$ cat config.mk
export PLATFORM = sky130hd
export DESIGN_NAME = shot_clock
export DESIGN_NICKNAME = d
export VERILOG_FILES = /design/src/rtl/shot_clock_pkg.sv /design/src/rtl/shot_tick_gen.sv /design/src/rtl/shot_clock.sv
export SDC_FILE = /design/constraint.sdc
export NUM_CORES = 1
export LEC_CHECK = 0
export ABC_AREA = 1
export CAP_MARGIN = 0
export CORE_UTILIZATION = 46
export CTS_CLUSTER_DIAMETER = 50
export CTS_CLUSTER_SIZE = 30
export DETAILED_ROUTE_END_ITERATION = 16
export GPL_ROUTABILITY_DRIVEN = 0
export GPL_TIMING_DRIVEN = 0
export PLACE_DENSITY = 0.68
export REMOVE_ABC_BUFFERS = 1
export SLEW_MARGIN = 20
export SYNTH_ARGS = -nofsm -noshare
export SYNTH_HDL_FRONTEND = slang
export SYNTH_SLANG_ARGS = --single-unit
$ cat constraint.sdc
create_clock -name clk -period 1.75 [get_ports clk]
set_input_delay 0.2625 -clock clk [delete_from_list [all_inputs] [get_ports clk]]
set_output_delay 0.2625 -clock clk [all_outputs]
set_load 0.02 [all_outputs]
$ cat src/rtl/shot_clock_pkg.sv
// Shared types and constants for the shot clock: state encoding, count width
// and the default timing parameters.
package shot_clock_pkg;

  localparam int CNT_W          = 4;
  localparam int DEF_TICK_DIV   = 4;
  localparam int DEF_START_VAL  = 14;
  localparam int DEF_BUZZ_TICKS = 3;

  typedef enum logic [1:0] {
    LOAD  = 2'd0,
    COUNT = 2'd1,
    BUZZ  = 2'd2
  } state_t;

endpackage

$ cat src/rtl/shot_tick_gen.sv
// Prescaler: counts 0..TICK_DIV-1 and flags the last cycle of each window as
// a tick. clr restarts the window so every state begins on a fresh boundary.
module shot_tick_gen #(
  parameter int TICK_DIV = 4
) (
  input  logic clk,
  input  logic nrst,
  input  logic clr,
  output logic tick
);

  localparam int PW = (TICK_DIV > 1) ? $clog2(TICK_DIV) : 1;
  localparam logic [PW-1:0] LAST = PW'(TICK_DIV - 1);

  logic [PW-1:0] pre_q, pre_d;

  assign tick = (pre_q == LAST);

  always_comb begin
    pre_d = pre_q + PW'(1);
    if (clr || tick) pre_d = '0;
  end

  always_ff @(posedge clk) begin
    if (!nrst) pre_q <= '0;
    else       pre_q <= pre_d;
  end

endmodule

$ cat src/rtl/shot_clock.sv
// Self-running shot clock: reload, count down once per prescaled tick while
// shoot is high, sound buzz for BUZZ_TICKS ticks at zero, then repeat.
module shot_clock
  import shot_clock_pkg::*;
#(
  parameter int TICK_DIV   = DEF_TICK_DIV,
  parameter int START_VAL  = DEF_START_VAL,
  parameter int BUZZ_TICKS = DEF_BUZZ_TICKS
) (
  input  logic             clk,
  input  logic             nrst,
  output logic [CNT_W-1:0] count,
  output logic             shoot,
  output logic             buzz
);

  localparam int BW = $clog2(BUZZ_TICKS + 1);
  localparam logic [BW-1:0]    BLAST = BW'(BUZZ_TICKS - 1);
  localparam logic [CNT_W-1:0] START = CNT_W'(START_VAL);

  state_t           state_q, state_d;
  logic [CNT_W-1:0] count_q, count_d;
  logic             shoot_q, shoot_d;
  logic             buzz_q, buzz_d;
  logic [BW-1:0]    btick_q, btick_d;
  logic             tick;
  logic             clr;

  // LOAD holds the prescaler at zero; any state change restarts it
  assign clr = (state_q == LOAD) || (state_d != state_q);

  shot_tick_gen #(.TICK_DIV(TICK_DIV)) u_tick (
    .clk  (clk),
    .nrst (nrst),
    .clr  (clr),
    .tick (tick)
  );

  always_ff @(posedge clk) begin
    if (!nrst) begin
      state_q <= LOAD;
      count_q <= START;
      shoot_q <= 1'b0;
      buzz_q  <= 1'b0;
      btick_q <= '0;
    end else begin
      state_q <= state_d;
      count_q <= count_d;
      shoot_q <= shoot_d;
      buzz_q  <= buzz_d;
      btick_q <= btick_d;
    end
  end

  always_comb begin
    state_d = state_q;
    case (state_q)
      LOAD:    state_d = COUNT;
      COUNT:   if (tick && count_q == CNT_W'(1)) state_d = BUZZ;
      BUZZ:    if (tick && btick_q == BLAST) state_d = LOAD;
      default: state_d = LOAD;
    endcase
  end

  always_comb begin
    count_d = count_q;
    shoot_d = shoot_q;
    buzz_d  = buzz_q;
    btick_d = btick_q;
    case (state_q)
      LOAD: begin
        count_d = START;
        shoot_d = 1'b1;
        buzz_d  = 1'b0;
        btick_d = '0;
      end
      COUNT: begin
        // count_q is at least 1 here, so the decrement cannot wrap
        if (tick) begin
          count_d = count_q - CNT_W'(1);
          if (count_q == CNT_W'(1)) begin
            shoot_d = 1'b0;
            buzz_d  = 1'b1;
            btick_d = '0;
          end
        end
      end
      BUZZ: begin
        if (tick) begin
          if (btick_q == BLAST) begin
            count_d = START;
            shoot_d = 1'b0;
            buzz_d  = 1'b0;
            btick_d = '0;
          end else begin
            btick_d = btick_q + BW'(1);
          end
        end
      end
      default: begin
        count_d = START;
        shoot_d = 1'b0;
        buzz_d  = 1'b0;
        btick_d = '0;
      end
    endcase
  end

  assign count = count_q;
  assign shoot = shoot_q;
  assign buzz  = buzz_q;

endmodule

* After elaboration in Yosys (flattened, before gate mapping)
Index checks and enable logic that the tools add are counted.
** Storage, ports and cells
- Word-level logic and storage cells :: 49
- Output and inout port bits :: 6
- Bits in registers :: 12
- Bits of input ports :: 2
** Cells by class
- Mux-type cells :: 20
- Bitwise operators :: 1
- Equal/unequal tests :: 10
- Add/subtract/negate cells :: 3
- Reduce and logical (&&, ||, !) cells :: 9
** Operator list (count)
- 2-bit two-way mux :: 6
- 4-bit two-way mux :: 3
- 2-bit != test (second input constant) :: 4
- 4-bit one-hot mux with 2 select lines :: 1
- 2-bit == test (second input constant) :: 3
- 1-bit two-way mux :: 6
- 2-bit one-hot mux with 3 select lines :: 1
- 3-bit AND reduction :: 2
- 2-bit by 1-bit adder with 2-bit output (second input constant) :: 2
- 4-bit by 1-bit == test with 1-bit output (second input constant) :: 1
- 2-bit one-hot mux with 2 select lines :: 1
- 4-bit AND reduction :: 1
- 4-bit by 1-bit subtractor with 4-bit output (second input constant) :: 1
- 1-bit one-hot mux with 3 select lines :: 1
- 2-bit by 1-bit == test with 1-bit output (second input constant) :: 1
- 1-bit logical AND :: 2
- 2-bit zero test :: 1
- 1-bit logical OR :: 2
- 2-bit != test :: 1
- 1-bit one-hot mux with 2 select lines :: 1
- 2-bit OR reduction :: 1
- 1-bit inverter :: 1

* Longest topological paths before layout
Gate-level depths: netlist of the first run.
- Word-level depth :: 8
- Gate-level depth with buffers :: 9
- Gate-level depth less buffers :: 9

* Cells and area by module
From an unflattened synthesis of the first run, not the netlist that was laid out.
** Second synthesis, totals
- Cell total of the unflattened synthesis :: 85
- Area total of the unflattened synthesis :: 634.4 µm²
** By module, submodules not included
- shot_clock :: cells each 77, sequential area each 200.2 µm², times used 1, area each 563.0 µm²
- shot_tick_gen :: cells each 8, sequential area each 40.0 µm², times used 1, area each 71.3 µm²

* Worst setup path after synthesis of the first run
Ideal clock, no wire load.
- Path type :: register to register
- Start point :: register count_q[1] (netlist: count[1])
- End point :: register btick_q[0]
- Cell stages (with the launch flop) :: 9
- Setup time :: 0.115 ns
- Path buffers :: 0
- Arrival time :: 1.124 ns
- Path slack :: 0.511 ns
- Data required time :: 1.635 ns
- Period minus slack after synthesis :: 1.239 ns
- Cells stage by stage :: dfxtp_1 inv_1 ha_1 nand2_1 inv_1 nand2_1 nand2_2 a21oi_1 nor2_1
** Between the ends
- Cells in the longest elaborated chain, start to end :: 3
** Ends and longest elaborated chain
- from (decl) :: RTL line shot_clock.sv:22 : logic [CNT_W-1:0] count_q, count_d;
- from (signal assigned) :: RTL line shot_clock.sv:48 : count_q <= count_d;
- 4-bit by 1-bit == test with 1-bit output :: RTL line shot_clock.sv:81 : if (count_q == CNT_W'(1)) begin
- 2-bit != test (no source line)
- 3-bit AND reduction (no source line)
- to (signal assigned) :: RTL line shot_clock.sv:51 : btick_q <= btick_d;
- to (decl) :: RTL line shot_clock.sv:25 : logic [BW-1:0] btick_q, btick_d;
No other way between the ends.
A chain may end at the register's enable or synchronous reset.

* Final worst setup path of the first run
- Start point :: register count_q[2] (netlist: count[2])
- End point :: output count[2]
** RTL lines
- to (decl) :: RTL line shot_clock.sv:12 : output logic [CNT_W-1:0] count,
No word-level cell between the ends.

==> results by group, run 1 <==
Drt
  • TritonRoute pass-1 iters: 2
  • Vias: 558
  • Antenna-violating nets left: 0
  • Iteration-0 DRC Markers: 6
  • Post-Route WL: 1070 um
  • Vias per cell: 4.810
  • Remaining DRCs: 0
  • DR WL/cell: 9.224 um

Die
  • Io pins: 8
  • Die Height: 39.36 um
  • Die width: 39.36 um
  • Core ar.: 1301 sq um
  • Full die area: 1549 sq um
  • Initial Util: 49.33%
  • Cell Rows: 13

Synth
  • Largest cells by area after synthesis: dfxtp_1 (37%), nand2_1 (13%), nand3_1 (12%)
  • Asr flop ratio synth: 0%
  • Yosys top cell area share: 37.43%
  • Ys flop type: dfxtp_1
  • Cell count after synthesis: 92
  • Syn. warnings: 0
  • EDFF count, synth: 0
  • Synth area leader: dfxtp_1
  • Post-synthesis cell area: 641.9 sq um
  • Synth cell count leaders: nand2_1 (22), nand3_1 (16), inv_1 (13)
  • Mean Syn Cell Area: 6.977 sq um
  • Post-synth cell types: 14
  • Yosys reg bits: 12
  • Top-count cell post-synth: nand2_1
  • Seq/Total Area, Yosys: 37.43%

Power
  • Static Leak: 0.3816 nW
  • Peak VDD IR: 0.5687 mV
  • PD cells: 729.2 nW/um^2

Setup path
  • Crit path launch type: flop
  • Depth of the most critical reg-to-reg path: 8
  • Setup crit end kind: output pin
  • Crit path buffers/inverters: 1
  • Internal reg-to-reg setup slack: 550 ps
  • WP depth: 1
  • Crit-path slowest cell: clkdlybuf4s50_1
  • Critical Path AT: 1310 ps
  • CP delay by family, top: buffers and inverters
  • Crit path max fanout: 6
  • Setup crit start: count[2]
  • Worst EP required: 1490 ps
  • Crit path kind: reg2out
  • CP peak stage delay: 630 ps
  • Cell Chain, Critical Path: clkdlybuf4s50_1
  • FF-to-FF Start: count[1]
  • Setup crit end: count[2]
  • Reg2reg end: btick_q[0]

Clocking
  • Root buffer selected by CTS: clkbuf_4
  • CTS H-tree depth: 1
  • TritonCTS clock tree: done
  • Clk buf depth: 2
  • Clk sinks: 12
  • Clk slew on worst S/H paths: 70 ps
  • Cts hold-fix bufs: 0
  • Clk Latency, worst-skew pair: 270 ps
  • Post-cts resize count: 0
  • CTS buffer count: 3
  • Post-CTS setup buffers: 0

Cells and area
  • Synthesis-to-finish area growth: 16.57%
  • Layout cell share with drive strength beyond 1: 13.86%
  • Fin nets: 108
  • Fin area: 748.2 sq um
  • # diodes: 0

Placed design
  • Hpwl dp: 803.4 um
  • DP Area: 725.7 sq um
  • Port bufs: 7

Global route
  • First-pass GRT wire length: 1842 um
  • GR Util All Layers: 18.54%
  • GRT Residual Overflow: 0
  • Initial antenna violation count: 0
  • Pin count of the biggest net entering global routing: 12
  • Vias in the first global route: 453

STA
  • Transition time at the pin with the least slew margin: 383.1 ps
  • Final Setup Violations: 0
  • Final hold slack: 424.8 ps
  • Total Neg Setup Slack: 0 ps
  • Clock skew: 1.697 ps
  • RSZ-0062 raised after global routing: no
  • Hold Vio Cnt, Final: 0
  • Final min period: 1575 ps
  • Relative slew slack: 74.38%
  • Crit share post-route: 89.99%
  • FMAX: 0.6350 GHz
  • Fin. max-slew vios: 0

Run status
  • Status: finished clean

Run
  • MaxCap Viol Count: 0

Hold path
  • Hold Path Class: reg2reg
==> layout make-up <==
type / count / area (sq um)
fill: 125 / 553.0
multi-input combinational: 64 / 340.3
sequential: 12 / 240.2
timing repair buffer: 7 / 70.07
inverter: 15 / 56.30
clock buffer: 3 / 22.52
tap: 15 / 18.77
==> layout by cell type (no fill, tap or decap) <==
cell / count
dfxtp_1: 12
inv_1: 13
nor2_4: 2
nand2_1: 22
nor2_1: 11
clkbuf_4: 3
a21oi_1: 2
inv_2: 2
o21ai_1: 1
nand2_2: 3
nand2_4: 3
a21oi_2: 1
ha_1: 3
nand3_1: 16
clkdlybuf4s50_1: 7
==> cell families (layout without fill, tap and decap cells) <==
logic type / after synthesis / in the layout / share of synthesized area [%]
simple gates: 57 / 57 / 43.47
compound gates: 4 / 4 / 3.703
flops: 12 / 12 / 37.43
buf+inv: 16 / 25 / 9.552
fa+ha+maj: 3 / 3 / 5.849
==> metal layers <==
layer	global-route usage [%]	up-vias	wire, um
li1	-	304	-
met3	10.23	2	57
met1	22.71	244	552
met4	7.759	0	10
met5	0	-	0
met2	26.25	8	449
==> state kept, by name (all words and copies together) (netlist names) <==
register / count
u_tick.pre_q: 2
count: 4
shoot: 1
btick_q: 2
state_q: 2
buzz: 1
==> worst min-delay path by stage <==
stage,start,endpoint,cells past startpoint
after floorplan,nrst,count[3],1
after global placement,u_tick.pre_q[0],u_tick.pre_q[0],1
after detailed placement,u_tick.pre_q[0],u_tick.pre_q[0],1
after CTS,u_tick.pre_q[0],u_tick.pre_q[0],1
after global routing,u_tick.pre_q[0],u_tick.pre_q[0],1
final,u_tick.pre_q[0],u_tick.pre_q[0],1
==> power breakdown <==
group / leakage [nW] / switching, mW / total, mW / internal [mW]
logic: 0.269 / 0.0473 / 0.0823 / 0.0350
registers: 0.0989 / 0.0121 / 0.298 / 0.286
clock network: 0.0138 / 0.0853 / 0.165 / 0.0796
==> per-stage QoR <==
stage / total power, mW / utilization [%] / setup slack (ps) / cells
2_1_floorplan: 0.3584 / - / 510.7 / 91
3_3_place_gp: 0.3859 / 55.77 / 393.6 / 113
3_5_place_dp: 0.3876 / 55.77 / 425.9 / 113
4_1_cts: 0.5558 / 57.50 / 162.7 / 116
5_1_grt: 0.5832 / 57.50 / 111.6 / 116
6_report: 0.5456 / 57.50 / 175.1 / 116
Note: power is estimated with default switching activity, not from simulation.
==> inputs of run 2 (changes only) <==
--- a/config.mk
+++ b/config.mk
@@ -8,7 +8,6 @@
 export ABC_AREA = 1
 export CAP_MARGIN = 0
 export CORE_UTILIZATION = 46
-export CTS_CLUSTER_DIAMETER = 50
 export CTS_CLUSTER_SIZE = 30
 export DETAILED_ROUTE_END_ITERATION = 16
 export GPL_ROUTABILITY_DRIVEN = 0
==> results of run 2 <==
Same layout as run 1: the final DEF is identical, and so are final timing and power.
